`config.mk`:
```
export PLATFORM = sky130hd
export DESIGN_NAME = hazard_scoreboard
export DESIGN_NICKNAME = d
export VERILOG_FILES = /design/src/rtl/hazard_scoreboard_pkg.sv /design/src/rtl/hazard_port_eval.sv /design/src/rtl/hazard_scoreboard.sv
export SDC_FILE = /design/constraint.sdc
export NUM_CORES = 1
export LEC_CHECK = 0
export ABC_AREA = 1
export ABC_CLOCK_PERIOD_IN_PS = 1890
export CELL_PAD_IN_SITES_DETAIL_PLACEMENT = 1
export CELL_PAD_IN_SITES_GLOBAL_PLACEMENT = 1
export CORE_UTILIZATION = 26
export DETAILED_ROUTE_END_ITERATION = 16
export PLACE_DENSITY_LB_ADDON = 0.1
export SLEW_MARGIN = 20
export SYNTH_ARGS = -nofsm -noshare
export SYNTH_HDL_FRONTEND = slang
export SYNTH_SLANG_ARGS = --single-unit
```
`constraint.sdc`:
```
create_clock -name clk -period 1.89 [get_ports clk]
set_clock_uncertainty 0.2 [all_clocks]
set_input_delay 0.378 -clock clk [delete_from_list [all_inputs] [get_ports clk]]
set_output_delay 0.378 -clock clk [all_outputs]
set_load 0.01 [all_outputs]
```
`src/rtl/hazard_scoreboard_pkg.sv`:
```
// Shared decode-hazard types: forwarding select encoding, register index and stage indices.
package hazard_scoreboard_pkg;

  typedef logic [4:0] regidx_t;

  typedef enum logic [2:0] {
    FwdNone  = 3'd0,
    FwdAluE  = 3'd1,
    FwdAluM  = 3'd2,
    FwdResW  = 3'd3,
    FwdMulti = 3'd4
  } hazard_forward_t;

  localparam int unsigned StageE    = 0;
  localparam int unsigned StageM    = 1;
  localparam int unsigned StageW    = 2;
  localparam int unsigned NumStages = 3;

endpackage

```
`src/rtl/hazard_port_eval.sv`:
```
// Per-source-port forwarding select and stall contribution (purely combinational).
// HAZARD_BRANCH_FWD_EN enables E/M forwarding into decode for branch operands.
module hazard_port_eval
  import hazard_scoreboard_pkg::*;
(
  input  logic                       valid,
  input  regidx_t                    idx,
  input  logic                       branch,
  input  logic [NumStages-1:0]       wen,
  input  regidx_t [NumStages-1:0]    dst,
  input  logic                       load_e,
  input  logic                       load_m,
  input  logic                       pend_busy,
  input  regidx_t                    pend_dst,
  input  logic                       multi_done,
  output hazard_forward_t            sel,
  output logic                       stall
);

  logic live;
  logic hit_e;
  logic hit_m;
  logic hit_w;
  logic hit_p;

  assign live  = valid & (idx != '0);
  assign hit_e = wen[StageE] & (dst[StageE] == idx);
  assign hit_m = wen[StageM] & (dst[StageM] == idx);
  assign hit_w = wen[StageW] & (dst[StageW] == idx);
  assign hit_p = pend_busy & (pend_dst == idx);

  always_comb begin
    sel   = FwdNone;
    stall = 1'b0;
    if (live) begin
      if (branch) begin
`ifdef HAZARD_BRANCH_FWD_EN
        if (hit_e & ~load_e) begin
          sel = FwdAluE;
        end else if (hit_m & ~load_m) begin
          sel = FwdAluM;
        end else if (hit_w) begin
          sel = FwdResW;
        end
        stall = hit_m & load_m;
`else
        // Without decode-side E/M paths, any younger in-flight writer blocks the compare.
        if (hit_w) begin
          sel = FwdResW;
        end
        stall = hit_e | hit_m;
`endif
      end else if (hit_w) begin
        sel = FwdResW;
      end
      if (hit_p & multi_done) begin
        sel = FwdMulti;
      end
      stall = stall | (hit_e & load_e) | (hit_p & ~multi_done);
    end
  end

endmodule

```
`src/rtl/hazard_scoreboard.sv`:
```
// Decode hazard unit: NREAD-port forwarding/stall plus a one-entry multi-cycle scoreboard.
// Build option HAZARD_BRANCH_FWD_EN selects decode-stage E/M forwarding for branches.
module hazard_scoreboard
  import hazard_scoreboard_pkg::*;
#(
  parameter int unsigned NREAD = 2,
  parameter int unsigned LATW  = 6
) (
  input  logic               clk,
  input  logic               resetn,
  input  logic [NREAD-1:0]   src_valid_d,
  input  logic [NREAD*5-1:0] src_idx_d,
  input  logic               branch_d,
  input  logic               issue_d,
  input  logic               issue_multi_d,
  input  logic [4:0]         issue_dst_d,
  input  logic [LATW-1:0]    issue_lat_d,
  input  logic               wen_e,
  input  logic               wen_m,
  input  logic               wen_w,
  input  logic [4:0]         dst_e,
  input  logic [4:0]         dst_m,
  input  logic [4:0]         dst_w,
  input  logic               load_e,
  input  logic               load_m,
  input  logic               flush,
  output logic [NREAD*3-1:0] fwd_sel_d,
  output logic               stall_d,
  output logic               multi_busy,
  output logic               multi_done
);

  typedef enum logic [0:0] {StIdle, StBusy} sb_state_e;

  sb_state_e       state_q, state_d;
  regidx_t         dst_q, dst_d;
  logic [LATW-1:0] cnt_q, cnt_d;

  logic [NumStages-1:0]    wen_vec;
  regidx_t [NumStages-1:0] dst_vec;
  logic [NREAD-1:0]        port_stall;
  hazard_forward_t         port_sel [NREAD];
  logic                    struct_stall;
  logic                    issue_multi;

  assign wen_vec[StageE] = wen_e;
  assign wen_vec[StageM] = wen_m;
  assign wen_vec[StageW] = wen_w;
  assign dst_vec[StageE] = dst_e;
  assign dst_vec[StageM] = dst_m;
  assign dst_vec[StageW] = dst_w;

  for (genvar i = 0; i < NREAD; i++) begin : g_port
    hazard_port_eval u_eval (
      .valid      (src_valid_d[i]),
      .idx        (src_idx_d[5*i +: 5]),
      .branch     (branch_d),
      .wen        (wen_vec),
      .dst        (dst_vec),
      .load_e     (load_e),
      .load_m     (load_m),
      .pend_busy  (multi_busy),
      .pend_dst   (dst_q),
      .multi_done (multi_done),
      .sel        (port_sel[i]),
      .stall      (port_stall[i])
    );
    assign fwd_sel_d[3*i +: 3] = port_sel[i];
  end

  // The unit accepts a new op only once the current one is in its done cycle.
  assign struct_stall = issue_multi_d & multi_busy & ~multi_done;
  assign stall_d      = (|port_stall) | struct_stall;
  assign issue_multi  = issue_d & issue_multi_d & ~stall_d;

  always_ff @(posedge clk or negedge resetn) begin
    if (!resetn) begin
      state_q <= StIdle;
      dst_q   <= '0;
      cnt_q   <= '0;
    end else begin
      state_q <= state_d;
      dst_q   <= dst_d;
      cnt_q   <= cnt_d;
    end
  end

  always_comb begin
    state_d = state_q;
    dst_d   = dst_q;
    cnt_d   = cnt_q;
    if (flush) begin
      state_d = StIdle;
      cnt_d   = '0;
    end else if (issue_multi) begin
      state_d = StBusy;
      dst_d   = issue_dst_d;
      cnt_d   = issue_lat_d;
    end else if (state_q == StBusy) begin
      cnt_d = cnt_q - LATW'(1);
      if (cnt_q == LATW'(1)) begin
        state_d = StIdle;
      end
    end
  end

  always_comb begin
    multi_busy = (state_q == StBusy);
    multi_done = (state_q == StBusy) && (cnt_q == LATW'(1));
  end

endmodule

```
==> flow_summary_export.csv <==
group,metric,value,unit
logic_synthesis,synth-main-ff-cell,"dfrtp_1",
final_layout,drive_gt1_share,36.0,%
timing,worstMarginPinSlew,582,ps
worst_setup_path,cp_max_fo,3,
die,pin_count,58,
clock_network,hold_buffers,0,
timing,finalHoldViolCount,0,
logic_synthesis,yosys.cell_types.count,29,
place,dpl.hpwl,5.00,mm
timing,period_needed,2350,ps
drt,viasPerCell,4.63,
final_layout,fin_area,2830,um2
logic_synthesis,synth_cells,262,
logic_synthesis,synth_async_sr_flop_share,100,%
worst_setup_path,r2r_end,"cnt_q[3]$_DFFE_PN0P_",
logic_synthesis,synth_edf_count,0,
logic_synthesis,synth.most_common_cell,"nand2_1",
logic_synthesis,synth_top_area_share,26.2,%
worst_setup_path,worst-path-buf-inv,5,
drt,remaining_drc_errors,0,
die,die_area,6050,um2
place,place_area,2520,um2
pwr,seqPwrFrac,23.5,%
worst_setup_path,worstSetupEndpointType,"output pin",
die,coreArea,5510,um2
pwr,switchingPower,0.551,mW
timing,rsz0062_at_grt,"yes",
logic_synthesis,yosysWarnings,0,
logic_synthesis,yosysTopAreaCell,"nand2_1",
worst_setup_path,cp.required,1310,ps
worst_setup_path,r2r_cells,13,
logic_synthesis,ys_ff_latch,12,
worst_setup_path,cp_top_family,"buffers and inverters",
drt,drt_iter0_drc,73,
timing,period_share,124,%
logic_synthesis,syn_area,1490,um2
die,rows,27,
status,violations,"setup timing",
pwr,p_per_area,509,nW/um2
clock_network,clock_path_buffers,2,
clock_network,clockRootBuffer,"clkbuf_8",
timing,finalMaxSlewViolations,0,
clock_network,clk_latency,240,ps
pwr,ir_worst_vdd,0.426,mV
worst_setup_path,slowest_delay,400,ps
pwr,power_frac_comb,57.2,%
grt,grt_remaining_overflow,0,
pwr,switching_share,38.2,%
logic_synthesis,synthTopCellsByCount,"nand2_1, inv_1, nor2_1",
drt,num_vias,2136,
logic_synthesis,synth_nets,313,
timing,setup_viol,20,
timing,final.setup.worst_slack,-461,ps
logic_synthesis,netlist_top_cells_area,"nand2_1, dfrtp_1, inv_1, nor2_1, nand4_1",
die,fp.dieW,77.8,um
timing,fin_setup_tns,-7160,ps
grt,grt_pass1_wl,10.7,mm
pwr,power.share.clock,19.3,%
drt,antenna_left,0,
worst_setup_path,cp-start-kind,"flop",
hold_path,hold_class,"input pin to asynchronous set/reset pin",
grt,grt_util_all_layers,22.6,%
final_layout,final_nets,441,
clock_network,cts.reportedPaths.clkPinSlew,60,ps
clock_network,cts_tree,"yes",
worst_setup_path,r2r_setup_slack,-450,ps
worst_setup_path,critPathArrivalTime,1770,ps
clock_network,cts_sinks,12,
logic_synthesis,synth.yosys.seq_area_share,20.1,%
drt,firstDrtPassIters,4,
logic_synthesis,avgSynthCellArea,5.70,um2
grt,grt_max_degree,13,
die,die_y,77.8,um
run,max_cap_viol_count,0,
grt,antenna_found_initial,0,
final_layout,antenna_cells,0,
place,gp_congestion,0.842,
timing,timing.hold.ws,307,ps
pwr,p_leak,1.49,nW
worst_setup_path,path_class,"flop to output pin",
drt,routed_wl,6.56,mm
worst_setup_path,r2r_start,"cnt_q[1]$_DFFE_PN0P_",
drt,wl_per_cell,14.2,um
final_layout,syn_to_final_growth,89.7,%
clock_network,cts_buffers,3,
timing,slew_headroom,61.1,%
worst_setup_path,crit_slowest_cell,"dfrtp_1",
clock_network,htreeDepth,1,
pwr,power.internal,0.891,mW
die,floorplan.initialDensity,27.1,%
timing,max_freq,0.425,GHz
place,io_buffers,56,
grt,grt_pass1_vias,2200,
status,status,"finished, violations left",
worst_setup_path,cp_cell_sequence,"inv_2 > ha_4 > inv_2 > nor2_4 > nand4_4 > buf_6 > o2111a_1 > buf_4 > buf_6",
-- worst max path at each step --
stage / from / to / slack, ps / cells past startpoint
floorplan: cnt_q[1]$_DFFE_PN0P_ / stall_d / -80 / 11
global placement: src_idx_d[2] / stall_d / -1110 / 12
detailed placement: src_idx_d[2] / stall_d / -1170 / 12
CTS: cnt_q[1]$_DFFE_PN0P_ / fwd_sel_d[3] / -410 / 9
global route: cnt_q[1]$_DFFE_PN0P_ / cnt_q[3]$_DFFE_PN0P_ / -540 / 13
finish: cnt_q[1]$_DFFE_PN0P_ / fwd_sel_d[3] / -460 / 9
-- cells in the final DEF (no fill, tap or decap), drive strengths merged --
cell type / netlist / layout
nor2: 32 / 33
nand3: 12 / 12
inv: 38 / 38
clkdlybuf4s15: 0 / 8
ha: 2 / 2
nand4: 17 / 18
o2111a: 1 / 1
o22ai: 3 / 3
a21oi: 5 / 5
o21ai: 10 / 10
clkdlybuf4s50: 0 / 19
o21bai: 1 / 1
or2: 2 / 2
a211oi: 1 / 1
nor4: 1 / 1
dlymetal6s2s: 0 / 1
dfrtp: 12 / 12
xor2: 9 / 9
buf: 3 / 76
nand2: 105 / 105
xnor2: 3 / 3
dlygate4sd2: 0 / 19
clkbuf: 0 / 5
nor3: 5 / 5
-- power by group through the flow --
stage	combinational, mW	sequential, mW	clock [mW]
after floorplan	0.331	0.341	0
after global placement	0.696	0.337	0
after detailed placement	0.702	0.339	0
after CTS	0.775	0.337	0.284
after global routing	0.906	0.343	0.292
final	0.824	0.339	0.279
-- final cells by class --
| class | instances | area [um2] |
|---|---|---|
| Timing Repair Buffer | 124 | 1040 |
| Clock buffer | 4 | 55.1 |
| Tap cell | 72 | 90.1 |
| Inverter | 38 | 143 |
| Sequential cell | 12 | 300 |
| Fill cell | 735 | 2680 |
| Multi-Input combinational cell | 211 | 1200 |
-- routing by layer --
| layer | global-route usage, % | part of all wire [%] | vias to the layer above |
|---|---|---|---|
| li1 | - | - | 1097 |
| met1 | 29.8 | 46 | 972 |
| met2 | 39.1 | 48 | 55 |
| met3 | 0.706 | 3.3 | 12 |
| met4 | 7.55 | 2.2 | 0 |
| met5 | 0 | 0 | - |
-- sequential cells by signal, summed over array words and instances (netlist names) --
name	cells
cnt_q	6
dst_q	5
multi_busy	1
-- stage by stage --
stage          power [mW]  instances  util [%]  worst slack, ps
6_report             1.44        461      51.4             -461
2_1_floorplan       0.672        262         -            -77.9
5_1_grt              1.54        461      51.4             -537
3_5_place_dp         1.04        436      45.7            -1170
3_3_place_gp         1.03        436      45.7            -1110
4_1_cts              1.40        459      50.5             -406
-- cells by family after synthesis --
kind of cell | Yosys count | synth area share (%)
xor+xnor | 12 | 7.04
fa+ha+maj | 2 | 1.68
flops | 12 | 20.1
simple gates | 174 | 51.3
buf+inv | 41 | 11.3
compound gates | 21 | 8.55
-- repair_timing --
item                                    4_1_cts  5_1_grt
cloned                                        2        0
buffers inserted                             17        2
hold endpoints to repair                      0        0
gates resized for setup                     106       13
endpoints found under the setup margin       20       21
pin swaps                                    21       10
Note: power is estimated with default switching activity, not from simulation.
